### src/rtl/timer_irq.sv
// Countdown timer raising a maskable interrupt toward the CP0 HWInt bit; optional TIMER_PRESCALE_EN adds CTRL[7:4] prescaler.
// Latency: EN written at E0 loads COUNT at E2, IRQ rises at E(N+2) (E(2+N*2^PS) with prescaler); reads are combinational.
// Backpressure: none, a bus access is accepted every cycle; IRQ is level, sticky in one-shot until a CTRL write.
module timer_irq #(
  parameter logic [31:0] RESET_PRESET = 32'd0,
  parameter int          CTRL_W       = 4
) (
  input  logic        clk,
  input  logic        rst_n,
  input  logic [1:0]  A,
  input  logic        WE,
  input  logic [31:0] Din,
  output logic [31:0] Dout,
  output logic        IRQ
);

`ifdef TIMER_PRESCALE_EN
  localparam int CW = (CTRL_W > 8) ? CTRL_W : 8;
`else
  localparam int CW = CTRL_W;
`endif

  typedef enum logic [1:0] {S_IDLE, S_LOAD, S_CNT, S_INT} state_t;

  state_t          state_q, state_d;
  logic [CW-1:0]   ctrl_q;
  logic [31:0]     preset_q;
  logic [31:0]     count_q, count_d;
  logic            irq_flag;
  logic            flag_set, flag_clr, en_clr;
  logic            ctrl_wr, preset_wr;
  logic            en, auto_rld, tick;

  assign ctrl_wr   = WE && (A == 2'd0);
  assign preset_wr = WE && (A == 2'd1);
  assign en        = ctrl_q[0];
  // MODE 1x falls back to one-shot, so only 01 reloads
  assign auto_rld  = (ctrl_q[2:1] == 2'b01);

`ifdef TIMER_PRESCALE_EN
  logic [15:0] psc_q;
  logic [15:0] psc_lim;
  logic [3:0]  ps;

  assign ps      = ctrl_q[7:4];
  assign psc_lim = (16'd1 << ps) - 16'd1;
  assign tick    = (psc_q == psc_lim);

  // Prescaler only runs while actively counting; LOAD/IDLE restart the divide period
  always_ff @(posedge clk or negedge rst_n) begin
    if (!rst_n) begin
      psc_q <= 16'd0;
    end else if (state_q == S_CNT && en) begin
      psc_q <= tick ? 16'd0 : psc_q + 16'd1;
    end else if (state_q == S_LOAD || state_q == S_IDLE) begin
      psc_q <= 16'd0;
    end
  end
`else
  assign tick = 1'b1;
`endif

  // Next-state and datapath decisions; FSM acts on registered CTRL
  always_comb begin
    state_d  = state_q;
    count_d  = count_q;
    flag_set = 1'b0;
    flag_clr = 1'b0;
    en_clr   = 1'b0;
    case (state_q)
      S_IDLE: begin
        if (en) state_d = S_LOAD;
      end
      S_LOAD: begin
        count_d = preset_q;
        // A zero preset is already expired, keeping the N+2 edge latency for N=0
        if (preset_q == 32'd0) begin
          flag_set = 1'b1;
          state_d  = S_INT;
        end else begin
          state_d  = S_CNT;
        end
      end
      S_CNT: begin
        if (!en) begin
          state_d = S_IDLE;
        end else if (tick) begin
          if (count_q > 32'd1) begin
            count_d = count_q - 32'd1;
          end else begin
            count_d  = 32'd0;
            flag_set = 1'b1;
            state_d  = S_INT;
          end
        end
      end
      S_INT: begin
        if (auto_rld) begin
          flag_clr = 1'b1;
          state_d  = S_LOAD;
        end else begin
          en_clr   = 1'b1;
          state_d  = S_IDLE;
        end
      end
      default: state_d = S_IDLE;
    endcase
  end

  // FSM state and COUNT registers
  always_ff @(posedge clk or negedge rst_n) begin
    if (!rst_n) begin
      state_q <= S_IDLE;
      count_q <= 32'd0;
    end else begin
      state_q <= state_d;
      count_q <= count_d;
    end
  end

  // CTRL and PRESET; a bus write to CTRL overrides the one-shot EN clear
  always_ff @(posedge clk or negedge rst_n) begin
    if (!rst_n) begin
      ctrl_q   <= '0;
      preset_q <= RESET_PRESET;
    end else begin
      if (ctrl_wr)     ctrl_q    <= Din[CW-1:0];
      else if (en_clr) ctrl_q[0] <= 1'b0;
      if (preset_wr)   preset_q  <= Din;
    end
  end

  // Interrupt flag: expiry set beats any clear in the same cycle
  always_ff @(posedge clk or negedge rst_n) begin
    if (!rst_n) begin
      irq_flag <= 1'b0;
    end else if (flag_set) begin
      irq_flag <= 1'b1;
    end else if (ctrl_wr || flag_clr) begin
      irq_flag <= 1'b0;
    end
  end

  // Combinational register read mux
  always_comb begin
    Dout = 32'd0;
    case (A)
      2'd0:    Dout = {{(32-CW){1'b0}}, ctrl_q};
      2'd1:    Dout = preset_q;
      2'd2:    Dout = count_q;
      default: Dout = 32'd0;
    endcase
  end

  assign IRQ = irq_flag & ctrl_q[3];

endmodule
### config.mk
export PLATFORM = sky130hd
export DESIGN_NAME = timer_irq
export DESIGN_NICKNAME = d
export VERILOG_FILES = /design/src/rtl/timer_irq.sv
export SDC_FILE = /design/constraint.sdc
export NUM_CORES = 1
export LEC_CHECK = 0
export CAP_MARGIN = 20
export CORE_MARGIN = 5
export CORE_UTILIZATION = 49
export CTS_CLUSTER_SIZE = 12
export DETAILED_ROUTE_END_ITERATION = 10
export GPL_ROUTABILITY_DRIVEN = 0
export PLACE_DENSITY_LB_ADDON = 0.25
export SYNTH_ARGS = -nofsm -noshare
export SYNTH_HDL_FRONTEND = slang
export SYNTH_SLANG_ARGS = --single-unit
export TNS_END_PERCENT = 30
### constraint.sdc
create_clock -name clk -period 2.2 [get_ports clk]
set_input_delay 0.22 -clock clk [delete_from_list [all_inputs] [get_ports clk]]
set_output_delay 0.22 -clock clk [all_outputs]
set_load 0.01 [all_outputs]
=== Yosys cells after proc, flatten, opt, wreduce, memory -nomap -nowiden ===
Index checks and enable logic that the tools add are counted.
W data, S select, Z words.

* Equal/unequal tests: 9
* Reduce and logical (&&, ||, !) cells: 11
* Add/sub/neg operators: 1
* Mux-type cells: 22
* Order comparisons: 1
* Bitwise operators: 1

{| class="wikitable"
|+ Operator list
! kind !! count
|-
| $pmux W32 S3 || 1
|-
| $mux W32 || 2
|-
| $pmux W32 S2 || 1
|-
| $gt A32 B1 Y1 const B || 1
|-
| $logic_not A32 Y1 || 1
|-
| $sub A32 B1 Y32 const B || 1
|-
| $mux W1 || 13
|-
| $pmux W2 S4 || 1
|-
| $eq A2 B1 Y1 const B || 3
|-
| $eq A2 B2 Y1 const B || 3
|-
| $mux W2 || 3
|-
| $reduce_bool A2 Y1 || 3
|-
| $logic_not A2 Y1 || 2
|-
| $ne A2 B2 Y1 const B || 2
|-
| $reduce_and A2 Y1 || 2
|-
| $ne A3 B3 Y1 const B || 1
|-
| $logic_and A1 B1 Y1 || 2
|-
| $pmux W1 S2 || 1
|-
| $and A1 B1 Y1 || 1
|-
| $logic_or A1 B1 Y1 || 1
|}

* Flip-flop bits (word level): 71
* Output and inout bits: 33
* Word-level logic and storage cells: 51
* Input port bits: 37

=== Logic depth before layout (Yosys ltp) ===
* Depth after elaboration: 6
* Mapped depth: 9
* Gate-level depth less buffers: 7

=== Worst setup path after synthesis ===
Ideal clock, no wire load.

* Path kind: flip-flop to flip-flop
* Start point: register count_q[0]
* End point: register count_q[26]
* Required time: 2.074 ns
* Stages on the path, launching flop included: 8
* Setup time: 0.126 ns
* Clock period less this slack: 2.237 ns
* Buffers on the path: 0
* Slack: -0.037 ns
* Arrival time: 2.111 ns
* Path through: dfrtp_1 -> inv_1 -> ha_1 -> nor3b_1 -> nand2_2 -> or4_1 -> a21o_1 -> a221o_1

* Word-level cells in the longest chain between the ends: 4
* Elaborated cells between the ends (all ways): 5
* Classes of those cells: add/sub: 1; order compare: 1; mux: 3

{| class="wikitable"
|+ RTL lines
! what !! RTL line !! RTL
|-
| start: declaration || 28 || <nowiki>logic [31:0] count_q, count_d;</nowiki>
|-
| start signal: assignment || 117 || <nowiki>count_q <= count_d;</nowiki>
|-
| $sub A32 B1 Y32 / $gt A32 B1 Y1 (equally long branches) || 89, 88 ||
|-
| $mux W32 (*) || 88 || <nowiki>if (count_q > 32'd1) begin</nowiki>
|-
| $mux W32 (*) || 85 || <nowiki>if (!en) begin</nowiki>
|-
| $pmux W32 S2 (*) || 70 || <nowiki>case (state_q)</nowiki>
|}

Mark *: on every way between the ends. The rest lies on a longest branch, timed or not. The select of a mux whose other input is x is not followed.
A chain may end at the register's enable or synchronous reset.

=== Worst setup path in the final report ===
* Start point: register count_q[1]
* End point: register count_q[27]

The elaborated chain is that of the path after synthesis.

==> summary.md <==
| Metric | Value |
|---|---|
| Slowest-stage cell, CP | `dfrtp_1` |
| Post-synth ARST share | `1.00` |
| Total Wirelength | `12200 um` |
| Max Root-Sink Buffers | `2` |
| Layout cells sized above 1 | `0.260` |
| Top post-synthesis cells by area | `dfrtp_1 42%, mux2_2 9.1%, a22o_1 5.6%, a22oi_1 3.8%, nand3_1 3.7%` |
| Worst slew pin tran | `544 ps` |
| CP bufs+invs | `2` |
| H-tree levels | `3` |
| Core area | `8300 um2` |
| Crit path largest cell delay | `380 ps` |
| First DRT Iteration DRCs | `411` |
| Number of flops mapped to enable cells by yosys | `0` |
| Crit path kind | `register to register` |
| Critical path data arrival time | `2380 ps` |
| Power Dens Cells | `1180 nW/um2` |
| Hold/Removal Path Class | `primary input to asynchronous set/reset pin` |
| Reg2reg setup slack | `80 ps` |
| Clock slew seen by the registers of the worst setup and hold paths | `80 ps` |
| Netlist cell types | `57` |
| Final ANT Viol Nets | `0` |
| CTS buffer count | `9` |
| Total track usage | `0.231` |
| CTS tree | `yes` |
| Synth warn | `0` |
| Crit-path max FO | `5` |
| Wire length per cell | `19.5 um` |
| CP top delay family | `simple AND/OR/NAND/NOR gates` |
| Final Hold Vio Count | `0` |
| Synthesized cell area | `4200 um2` |
| Area leader, netlist | `dfrtp_1` |
| Router iterations before antenna repair | `5` |
| CP startpoint kind | `register` |
| Via/cell ratio | `6.31` |
| Antenna diode count | `0` |
| Critical-path cell list | `buf_4 -> nor4_4 -> buf_4 -> nand4_1 -> or2_4 -> or2_1 -> o211ai_1` |
| Worst Setup SP | `count_q[1]$_DFFE_PN0P_` |
| Nets | `559` |
| Crit share post-route | `0.965` |
| Mapped Cells | `404` |
| Die area | `10500 um2` |
| Leakage power | `2.26 nW` |
| Ys flop type | `dfrtp_1` |
| Detailed Place HPWL | `8530 um` |
| Worst R2R End | `count_q[27]$_DFFE_PN0P_` |
| Vias post-DR | `3943` |
| PortBufs | `69` |
| Max Fclk | `471 MHz` |
| # fillers | `632` |
| Most frequent CP cell | `buf_4` |
| TNS Setup | `0 ps` |
| Final critical-path setup slack | `77.5 ps` |
| Rows | `33` |
| Setup Skew | `11.1 ps` |
| Register bit total from synthesis | `71` |
| Die X-Extent | `103 um` |
| DRC Markers | `0` |
| Slew Viols, Final | `0` |
| Req. time, crit path | `2460 ps` |
| Post-Route Utilization | `0.683` |
| Status | `finished, final reports clean` |
| Synth Area per Inst | `10.4 um2` |
| Seq/Total Area, Yosys | `0.423` |
| Reg2Reg Launch Point | `count_q[1]$_DFFE_PN0P_` |
| Slew HR | `0.637` |
| Vias in the first global route | `3811` |
| Syn_nets | `448` |
| Clock sinks | `71` |
| Area delta synth->final | `35.1%` |
| Fin crit period | `2120 ps` |
| Top cell type's share of synthesized area | `0.423` |
| Crit path capture type | `register` |
| I/O pin total | `70` |
| Total of max-cap violations | `0` |
| Number of cells on the worst reg-to-reg path | `7` |
| # setup viols final | `0` |
| Initial Utilization | `0.506` |
| Initial antenna violation count | `0` |
| Root Driver | `clkbuf_8` |
| Die height | `103 um` |
| Largest net degree at the start of global routing | `34` |
| Worst-Skew Late Latency | `340 ps` |
| Dpl ws | `39.2 ps` |
| GR Overflow Total | `0` |
| First-pass GRT wire length | `19000 um` |
| Hold_ws | `404 ps` |
| VDD IR max | `0.573 mV` |
layer usage:
metal | global-route usage | share of wire | vias to the layer above
li1 | - | - | 1809
met2 | 0.367 | 0.46 | 189
met1 | 0.324 | 0.44 | 1920
met5 | 0 | 0 | -
met4 | 0.0737 | 0.017 | 0
met3 | 0.0379 | 0.085 | 25
power breakdown:
part / internal [mW] / switching (mW) / leakage, nW
Combinational: 1.64 / 1.61 / 1.31
Sequential: 1.77 / 0.658 / 0.850
Clock: 0.551 / 0.489 / 0.100
Total: 3.96 / 2.75 / 2.26
worst register-to-register path, delay by kind of cell (launching register included):
family / cells / cell delay [ps]
and+or+nand+nor: 4 / 1100
buffers and inverters: 2 / 340
DFF: 1 / 380
AOI/OAI and AO/OA: 1 / 200
cell families (layout without fill, tap and decap cells):
| logic type | after synthesis | in the layout | share of synthesized area |
|---|---|---|---|
| DFF | 71 | 71 | 0.423 |
| xor gates and xnor gates | 1 | 1 | 0.00209 |
| muxes | 39 | 39 | 0.103 |
| buffers and inverters | 30 | 146 | 0.0322 |
| adders and majority gates | 7 | 7 | 0.0209 |
| and+or+nand+nor | 151 | 151 | 0.223 |
| AOI/OAI and AO/OA | 105 | 105 | 0.196 |
worst max-delay path by stage:
stage	to	slack [ps]	depth (start not counted)
after floorplan	count_q[26]$_DFFE_PN0P_	100	7
after global placement	Dout[31]	60	5
after detailed placement	Dout[21]	40	5
after CTS	Dout[21]	30	5
after global routing	count_q[31]$_DFFE_PN0P_	-3	6
final	count_q[27]$_DFFE_PN0P_	80	7
layout make-up:
class	instances	area (um2)	area share
inverters	5	18.8	0.00331
multi-input cells	303	2360	0.416
flip-flops and latches	71	1780	0.313
well taps	105	131	0.0232
clock buffers	12	145	0.0256
repair buffers	125	1190	0.211
clock inverters	4	45.0	0.00794
synth_stat cells (4+ instances only):
| library cell | instances |
|---|---|
| a21oi_1 | 4 |
| a221o_1 | 4 |
| a22o_1 | 27 |
| a22oi_1 | 21 |
| buf_1 | 4 |
| clkbuf_1 | 15 |
| dfrtp_1 | 71 |
| ha_1 | 7 |
| inv_1 | 5 |
| mux2_2 | 34 |
| mux2i_1 | 5 |
| nand2_1 | 28 |
| nand2b_1 | 7 |
| nand3_1 | 31 |
| nand4_1 | 7 |
| nor2_1 | 6 |
| nor3_1 | 8 |
| nor3b_1 | 4 |
| nor4_1 | 13 |
| nor4_4 | 4 |
| o211ai_1 | 11 |
| o21ai_0 | 15 |
| o22ai_1 | 4 |
| o311ai_0 | 6 |
| or3_1 | 16 |
| or4_1 | 8 |
metrics by stage:
step                std cells  area (um2)  power (mW)
floorplan                 404        4200        4.17
global placement          606        5370        5.45
detailed placement        606        5370        5.54
CTS                       623        5570        6.60
global route              625        5670        7.14
finish                    625        5670        6.72
repair_timing:
action | 4_1_cts | 5_1_grt
setup buffers | 0 | 1
endpoints found under the hold margin | 20 | 0
hold buffers | 1 | 0
endpoints found under the setup margin | 0 | 22
resized for setup | 0 | 15
registers in the layout, indices dropped and copies added, names as in the netlist:
name,count
ctrl_q,4
count_q,32
preset_q,32
state_q,2
irq_flag,1
layout by cell type (no fill, tap or decap), types with 3 or more instances in the layout:
master	instances
a21oi_1	4
a221o_1	4
a22o_1	27
a22oi_1	21
buf_12	5
buf_4	49
clkbuf_8	10
clkdlybuf4s50_1	66
clkinv_2	3
dfrtp_1	71
ha_1	7
inv_1	5
mux2_2	34
mux2i_1	5
nand2_1	28
nand2b_1	7
nand3_1	31
nand4_1	7
nor2_1	6
nor3_1	7
nor3b_1	3
nor4_1	10
nor4_4	6
o211ai_1	11
o21ai_0	15
o22ai_1	4
o311ai_0	4
or3_1	16
or4_1	7
Power figures use the tool's default switching activity.
